**config.mk**
```make
export PLATFORM = sky130hd
export DESIGN_NAME = vwb_mac_arbiter
export DESIGN_NICKNAME = d
export VERILOG_FILES = /design/src/rtl/vwb_mac_arbiter.sv
export SDC_FILE = /design/constraint.sdc
export NUM_CORES = 1
export LEC_CHECK = 0
export ABC_CLOCK_PERIOD_IN_PS = 2050
export CAP_MARGIN = 20
export CORE_MARGIN = 1
export CORE_UTILIZATION = 38
export CTS_BUF_LIST = sky130_fd_sc_hd__clkbuf_16
export CTS_CLUSTER_DIAMETER = 100
export DETAILED_ROUTE_END_ITERATION = 8
export GPL_TIMING_DRIVEN = 1
export HOLD_SLACK_MARGIN = 0.12
export PLACE_DENSITY = 0.85
export SYNTH_ARGS = -nofsm -noshare
export SYNTH_HDL_FRONTEND = slang
export SYNTH_SLANG_ARGS = --single-unit
```
**constraint.sdc**
```tcl
create_clock -name clk_in -period 2.05 [get_ports clk_in]
set_input_delay 0.41 -clock clk_in [delete_from_list [all_inputs] [get_ports clk_in]]
set_output_delay 0.41 -clock clk_in [all_outputs]
set_load 0.02 [all_outputs]
```
**src/rtl/vwb_mac_arbiter.sv**
```systemverilog
// rtl/vwb_mac_arbiter.sv - round-robin scheduler sharing one vwb_mac datapath between requesters
// Grants whole vectors; a 1-stage result register routes each MAC result back to its requester.
module vwb_mac_arbiter #(
    parameter int NumReq      = 2,
    parameter int InVecLength = 16,
    parameter int WorkingRegs = 4,
    parameter int NBits       = 8,
    localparam int Chunks     = InVecLength / WorkingRegs,
    localparam int PW         = (Chunks > 1) ? $clog2(Chunks) : 1,
    localparam int RW         = (NumReq > 1) ? $clog2(NumReq) : 1
) (
    input  logic                                          clk_in,
    input  logic                                          rst_in,
    input  logic [NumReq-1:0]                             in_ready,
    input  logic [NumReq-1:0][WorkingRegs-1:0][NBits-1:0] in_data,
    output logic [NumReq-1:0]                             in_pop,
    input  logic [NumReq-1:0]                             out_ready,
    output logic [WorkingRegs-1:0][NBits-1:0]             mac_in_data,
    output logic [PW-1:0]                                 mac_chunk_ptr,
    input  logic [WorkingRegs-1:0][NBits-1:0]             mac_out_data,
    output logic [NumReq-1:0]                             out_push,
    output logic [WorkingRegs-1:0][NBits-1:0]             out_data,
    output logic                                          out_last,
    output logic [RW-1:0]                                 grant_id,
    output logic                                          busy
);

    typedef enum logic {
        IDLE   = 1'b0,
        STREAM = 1'b1
    } state_e;

    state_e                           state_q;
    logic [RW-1:0]                    rr_ptr_q;
    logic [RW-1:0]                    grant_q;
    logic [PW-1:0]                    chunk_cnt_q;
    logic [WorkingRegs-1:0][NBits-1:0] mac_in_data_q;
    logic [PW-1:0]                    mac_chunk_ptr_q;
    logic [NumReq-1:0]                out_push_q;
    logic                             out_last_q;

    logic [NumReq-1:0] eligible;
    logic              pick_found;
    logic [RW-1:0]     pick_id;
    logic [RW-1:0]     rr_ptr_d;
    logic              issue;
    logic              last_issue;

    assign eligible   = in_ready & out_ready;
    assign issue      = (state_q == STREAM) && eligible[grant_q];
    assign last_issue = (chunk_cnt_q == PW'(Chunks - 1));

    // Scan from rr_ptr with wrap so the requester just served has lowest priority.
    always_comb begin
        int scan_idx;
        scan_idx   = 0;
        pick_found = 1'b0;
        pick_id    = '0;
        for (int i = 0; i < NumReq; i++) begin
            scan_idx = int'(rr_ptr_q) + i;
            if (scan_idx >= NumReq) begin
                scan_idx = scan_idx - NumReq;
            end
            if (!pick_found && eligible[RW'(scan_idx)]) begin
                pick_found = 1'b1;
                pick_id    = RW'(scan_idx);
            end
        end
    end

    always_comb begin
        rr_ptr_d = '0;
        if (int'(pick_id) + 1 < NumReq) begin
            rr_ptr_d = pick_id + 1'b1;
        end
    end

    always_comb begin
        in_pop = '0;
        if (issue) begin
            in_pop[grant_q] = 1'b1;
        end
    end

    always_ff @(posedge clk_in or negedge rst_in) begin
        if (!rst_in) begin
            state_q         <= IDLE;
            rr_ptr_q        <= '0;
            grant_q         <= '0;
            chunk_cnt_q     <= '0;
            mac_in_data_q   <= '0;
            mac_chunk_ptr_q <= '0;
            out_push_q      <= '0;
            out_last_q      <= 1'b0;
        end else begin
            out_push_q <= '0;
            out_last_q <= 1'b0;
            case (state_q)
                IDLE: begin
                    if (pick_found) begin
                        grant_q     <= pick_id;
                        rr_ptr_q    <= rr_ptr_d;
                        chunk_cnt_q <= '0;
                        state_q     <= STREAM;
                    end
                end
                STREAM: begin
                    // Bubbles hold everything, including the grant, until the vector completes.
                    if (issue) begin
                        mac_chunk_ptr_q     <= chunk_cnt_q;
                        mac_in_data_q       <= in_data[grant_q];
                        out_push_q[grant_q] <= 1'b1;
                        out_last_q          <= last_issue;
                        if (last_issue) begin
                            state_q <= IDLE;
                        end else begin
                            chunk_cnt_q <= chunk_cnt_q + 1'b1;
                        end
                    end
                end
                default: state_q <= IDLE;
            endcase
        end
    end

    assign mac_in_data   = mac_in_data_q;
    assign mac_chunk_ptr = mac_chunk_ptr_q;
    assign out_push      = out_push_q;
    assign out_last      = out_last_q;
    assign out_data      = mac_out_data;
    assign grant_id      = grant_q;
    assign busy          = (state_q == STREAM);

endmodule

```
# == After elaboration in Yosys (flattened, before gate mapping) ==
# Cells that the tools add are included.
# op_classes
eq_ne,4
addsub,6
muxes,29
n_reduce_logical,7
bitwise,2
n_lt_le_gt_ge,7
# ops
cell,count
2-to-1 mux 32 bit,2
2-to-1 mux 1 bit,19
2-to-1 mux 2 bit,5
less-than comparator 1 x 3 -> 1 bit (second input constant),2
adder 1 x 1 -> 2 bit (second input constant),2
!= test 2 bit (second input constant),2
case mux 2 bit (2 select lines),1
AND reduction 2 bit,2
logical AND 1 bit,3
AND reduction 3 bit,1
adder 2 x 1 -> 2 bit (second input constant),1
bitwise AND 2 bit,1
== test 2 bit (second input constant),1
>= comparator 1 x 2 -> 1 bit (second input constant),1
>= comparator 2 bit (second input constant),1
less-than comparator 1 x 2 -> 1 bit (second input constant),1
less-than comparator 2 bit (second input constant),1
!= test 2 x 1 -> 1 bit (second input constant),1
case mux 1 bit (2 select lines),1
subtractor 1 bit (second input constant),2
adder 1 bit (second input constant),1
demux 1 bit (select 1 bit),1
>= comparator 1 bit (second input constant),1
logical NOT 1 bit,1
NOT 1 bit,1
# word_totals
regBits,42
out_inout_bits,73

# == Depth between registers and ports, before layout ==
# depth
depth_word,12
mapped_depth,6
mapped_depth_nobuf,4

# == Least setup slack after synthesis ==
# OpenSTA, ideal clock, no wires.
# synth_path
path_kind,reg2out
start,reg grant_q (netlist: grant_id)
end,out in_pop[0]
required_time_ns,1.640
stages_incl_launch_ff,5
arrival_time_ns,1.124
n_path_buf,2
slack_ns,0.516
path_cell_list,dfrtp_1 buf_6 nand4b_4 inv_4 buf_12
# synth_via
elab_chain_len,5
# synth_lines
element,line,rtl
start: declaration,35,logic [RW-1:0] grant_q;
start signal: assignment,101,grant_q <= pick_id;
less-than comparator 1 x 2 -> 1 bit (implied by the code) / >= comparator 1 bit (equally long branches),81,in_pop[grant_q] = 1'b1;
logical AND 1 bit (implied by the code),81,
2-to-1 mux 1 bit (implied by the code),81,
demux 1 bit (select 1 bit),81,
2-to-1 mux 2 bit *,80,if (issue) begin
end: declaration,16,"output logic [NumReq-1:0] in_pop,"
# Every way passes the cells marked *; elsewhere a longest branch is shown, timed or not. The select of a mux whose other input is x is not followed.

# == Worst setup path after layout ==
# layout_path
start,in in_ready[0]
end,out in_pop[0]
# layout_via
elab_chain_len,5
# layout_lines
element,line,rtl
start: declaration,14,"input logic [NumReq-1:0] in_ready,"
bitwise AND 2 bit,49,assign eligible = in_ready & out_ready;
2-to-1 mux 1 bit (implied by the code) (2 in a row),50,assign issue = (state_q == STREAM) && eligible[grant_q];
logical AND 1 bit,50,
2-to-1 mux 2 bit,80,
# Every way passes these cells. The select of a mux whose other input is x is not followed.

==> flow_metrics.env <==
export IMPL_hold_viol=0
export IMPL_globalplace_congestion=0.692
export IMPL_cp_start_kind="input pin"
export IMPL_synth_fa_ha_area_share_pct=0.495
export IMPL_portBuffers=110
export IMPL_rows=29
export IMPL_clk_latency_ns=0.28
export IMPL_nFillCells=572
export IMPL_ios=175
export IMPL_nNetsFinal=391
export IMPL_vdd_ir_drop_max_mv=0.671
export IMPL_cellLeakagePower_nw=1.42
export IMPL_synth_fp_nets=308
export IMPL_swShare_pct=38.3
export IMPL_yosysWarningCount=0
export IMPL_synth_area_leader_cell="dfrtp_1"
export IMPL_vias=1822
export IMPL_multi_input_area_um2=1070
export IMPL_crit_slowest_cell="clkdlybuf4s50_1"
export IMPL_grt_overflow=0
export IMPL_holdWs_ns=0.472
export IMPL_critical_path_class="in -> out"
export IMPL_grt_pass1_vias=1986
export IMPL_synth_top_family_by_area="buffers and inverters"
export IMPL_seqCellArea_um2=1050
export IMPL_async_flop_share_pct=100
export IMPL_yosys_cell_count_top_type="dfrtp_1"
export IMPL_p_sw_mw=1.98
export IMPL_dieArea_um2=6980
export IMPL_synth_top_cell_area_share_pct=41.6
export IMPL_path_cells="clkdlybuf4s50_1, nand4b_4, inv_4, dlygate4sd2_1"
export IMPL_setup_viol=0
export IMPL_post_cts_setup_buffers=0
export IMPL_regToRegSetupSlack_ns=0.52
export IMPL_wl_mm=5.73
export IMPL_hpwlAfterDp_mm=4.31
export IMPL_min_path_type="reg -> reg"
export IMPL_antenna_left=0
export IMPL_place_area_um2=3410
export IMPL_antenna_found_initial=0
export IMPL_cts_made_buffers=5
export IMPL_ys_seq_area_share_pct=41.6
export IMPL_power_frac_clock_pct=16.8
export IMPL_syn_area_um2=2530
export IMPL_drc_errors=0
export IMPL_synth_cells=205
export IMPL_htreeDepth=2
export IMPL_synthDistinctLibCells=22
export IMPL_drive_above_1_share_pct=29.1
export IMPL_power_frac_comb_pct=53.8
export IMPL_ys_top_cells_by_area="dfrtp_1 42%, mux2i_1 13%, nor3_2 11%"
export IMPL_first_pass_iters=4
export IMPL_outcome="finished clean"
export IMPL_rsz0062_at_grt="false"
export IMPL_clk_pin_slew_ns=0.06
export IMPL_core_area_um2=6390
export IMPL_synth_xor_area_share_pct=0.347
export IMPL_synthTopCellsByCount="42 x dfrtp_1, 34 x buf_4, 34 x mux2i_1"
export IMPL_slew_violations=0
export IMPL_muxShareOfSynthArea_pct=14.8
export IMPL_cp_max_fo=3
export IMPL_syn2layout_area_growth_pct=41.8
export IMPL_slowest_delay_ns=0.56
export IMPL_power_frac_seq_pct=29.4
export IMPL_clock_tree_buffer_depth=2
export IMPL_relSlewSlack_pct=64.8
export IMPL_drt_initial_drc_count=41
export IMPL_power_density_nw_per_um2=1440
export IMPL_ys_ff_latch=42
export IMPL_die_y_um=83.5
export IMPL_cts_sinks=42
export IMPL_worst_ep_arrival_time_ns=1.52
export IMPL_synth_edf_count=0
export IMPL_design_area_um2=3580
export IMPL_cts_root_buf="clkbuf_16"
export IMPL_start_util_pct=39.6
export IMPL_grtUsageTotal_pct=16.8
export IMPL_max_freq_ghz=0.518
export IMPL_cp_data_required_time_ns=1.64
export IMPL_fin_skew_ns=0.00543
export IMPL_die_x_um=83.5
export IMPL_synth_ff_type="dfrtp_1"
export IMPL_min_period_ns=1.93
export IMPL_synth_simple_gate_area_share_pct=15.2
export IMPL_insertedDiodeCount=0
export IMPL_grt_start_max_net_pins=33
export IMPL_fin_crit_sh_pct=94.2
export IMPL_via_per_inst=4.98
export IMPL_synth_compound_area_share_pct=11.4
export IMPL_p_int_mw=3.19
export IMPL_maxCapViolations=0
export IMPL_cp_end_kind="output port"
export IMPL_tightest_slew_ns=0.528
export IMPL_wl_per_cell_um=15.7
export IMPL_grt_pass1_wl_mm=9.34
export IMPL_final_core_util_pct=56.1
export IMPL_cts_tree="built"
export IMPL_syn_area_per_cell_um2=12.3
[state kept, by name, indices dropped and copies added, names as in the netlist]
register,count
mac_in_data,32
busy,1
rr_ptr_q,1
grant_id,1
mac_chunk_ptr,2
out_last,1
chunk_cnt_q,2
out_push,2
[worst max-delay path: cells and delay by family]
kind,cells,cell delay [ns]
buffers and inverters,3,0.98
and+or+nand+nor,1,0.14
[final timing paths]
path                                      start                          end  cells past startpoint
setup / recovery                    in_ready[0]                    in_pop[0]                      4
hold / removal             rr_ptr_q$_DFFE_PN0P_         rr_ptr_q$_DFFE_PN0P_                      1
setup reg to reg                 busy$_DFF_PN0_  mac_in_data[26]$_DFFE_PN0P_                      5
hold reg to reg            rr_ptr_q$_DFFE_PN0P_         rr_ptr_q$_DFFE_PN0P_                      1
max in group asynchronous                rst_in  mac_in_data[22]$_DFFE_PN0P_                      3
min in group asynchronous                rst_in        out_push[0]$_DFF_PN0_                      2
[cell type report]
cell class	count	area share, %
Clock inverter	3	1.12
Clock buffer	5	3.49
Sequential cell	42	29.4
Tap cell	77	2.69
Multi-Input combinational cell	113	29.8
Timing Repair Buffer	121	32.9
Inverter	5	0.629
[through the flow]
| step | setup WS, ns | instances | TNS, ns | power [mW] |
|---|---|---|---|---|
| floorplan | 0.516 | 205 | 0 | 3.39 |
| global placement | -0.117 | 357 | -0.220 | 4.28 |
| detailed placement | -0.158 | 357 | -0.280 | 4.35 |
| CTS | 0.106 | 366 | 0 | 5.24 |
| global route | 0.0978 | 366 | 0 | 5.49 |
| finish | 0.120 | 366 | 0 | 5.17 |
[placed cells by master, fill, tap and decap left out, types with 2 or more instances in the layout]
cell and n:
clkinv_2 3, dlygate4sd2_1 2, buf_4 10, clkdlybuf4s50_1 107, a21oi_1 5, nor3_2 29
nand2_1 2, mux2_1 3, inv_1 3, a21oi_2 30, clkbuf_16 5, nor3_1 3
dfrtp_1 41, mux2i_1 34
[power groups by stage]
stage	Clock [mW]	Sequential, mW	Combinational, mW
2_1_floorplan	0	1.93	1.46
6_report	0.869	1.52	2.78
5_1_grt	0.933	1.58	2.98
3_5_place_dp	0	1.53	2.82
4_1_cts	0.890	1.52	2.83
3_3_place_gp	0	1.51	2.77
[repair_timing]
| item | in CTS | in global routing |
|---|---|---|
| gates resized for setup | 2 | 0 |
| hold endpoints to repair | 15 | 0 |
| hold buffers | 1 | 0 |
| setup endpoints to repair | 2 | 0 |
[per-layer routing]
| layer | track usage (%) | up-vias | routed length [um] |
|---|---|---|---|
| met4 | 8.32 | 0 | 204 |
| met1 | 16.8 | 867 | 2100 |
| met5 | 0 | - | 0 |
| met2 | 31.4 | 81 | 2980 |
| met3 | 4.85 | 28 | 449 |
| li1 | - | 846 | - |
[cells by family (layout without fill, tap and decap cells)]
| group | after synthesis | in the layout |
|---|---|---|
| AO/OA/AOI/OAI | 35 | 35 |
| multiplexers | 37 | 37 |
| adder cells (fa/ha/maj) | 1 | 1 |
| buffers and inverters | 50 | 134 |
| AND/OR/NAND/NOR | 39 | 39 |
| flip-flops | 42 | 42 |
| XOR/XNOR | 1 | 1 |
Power figures use the tool's default switching activity.
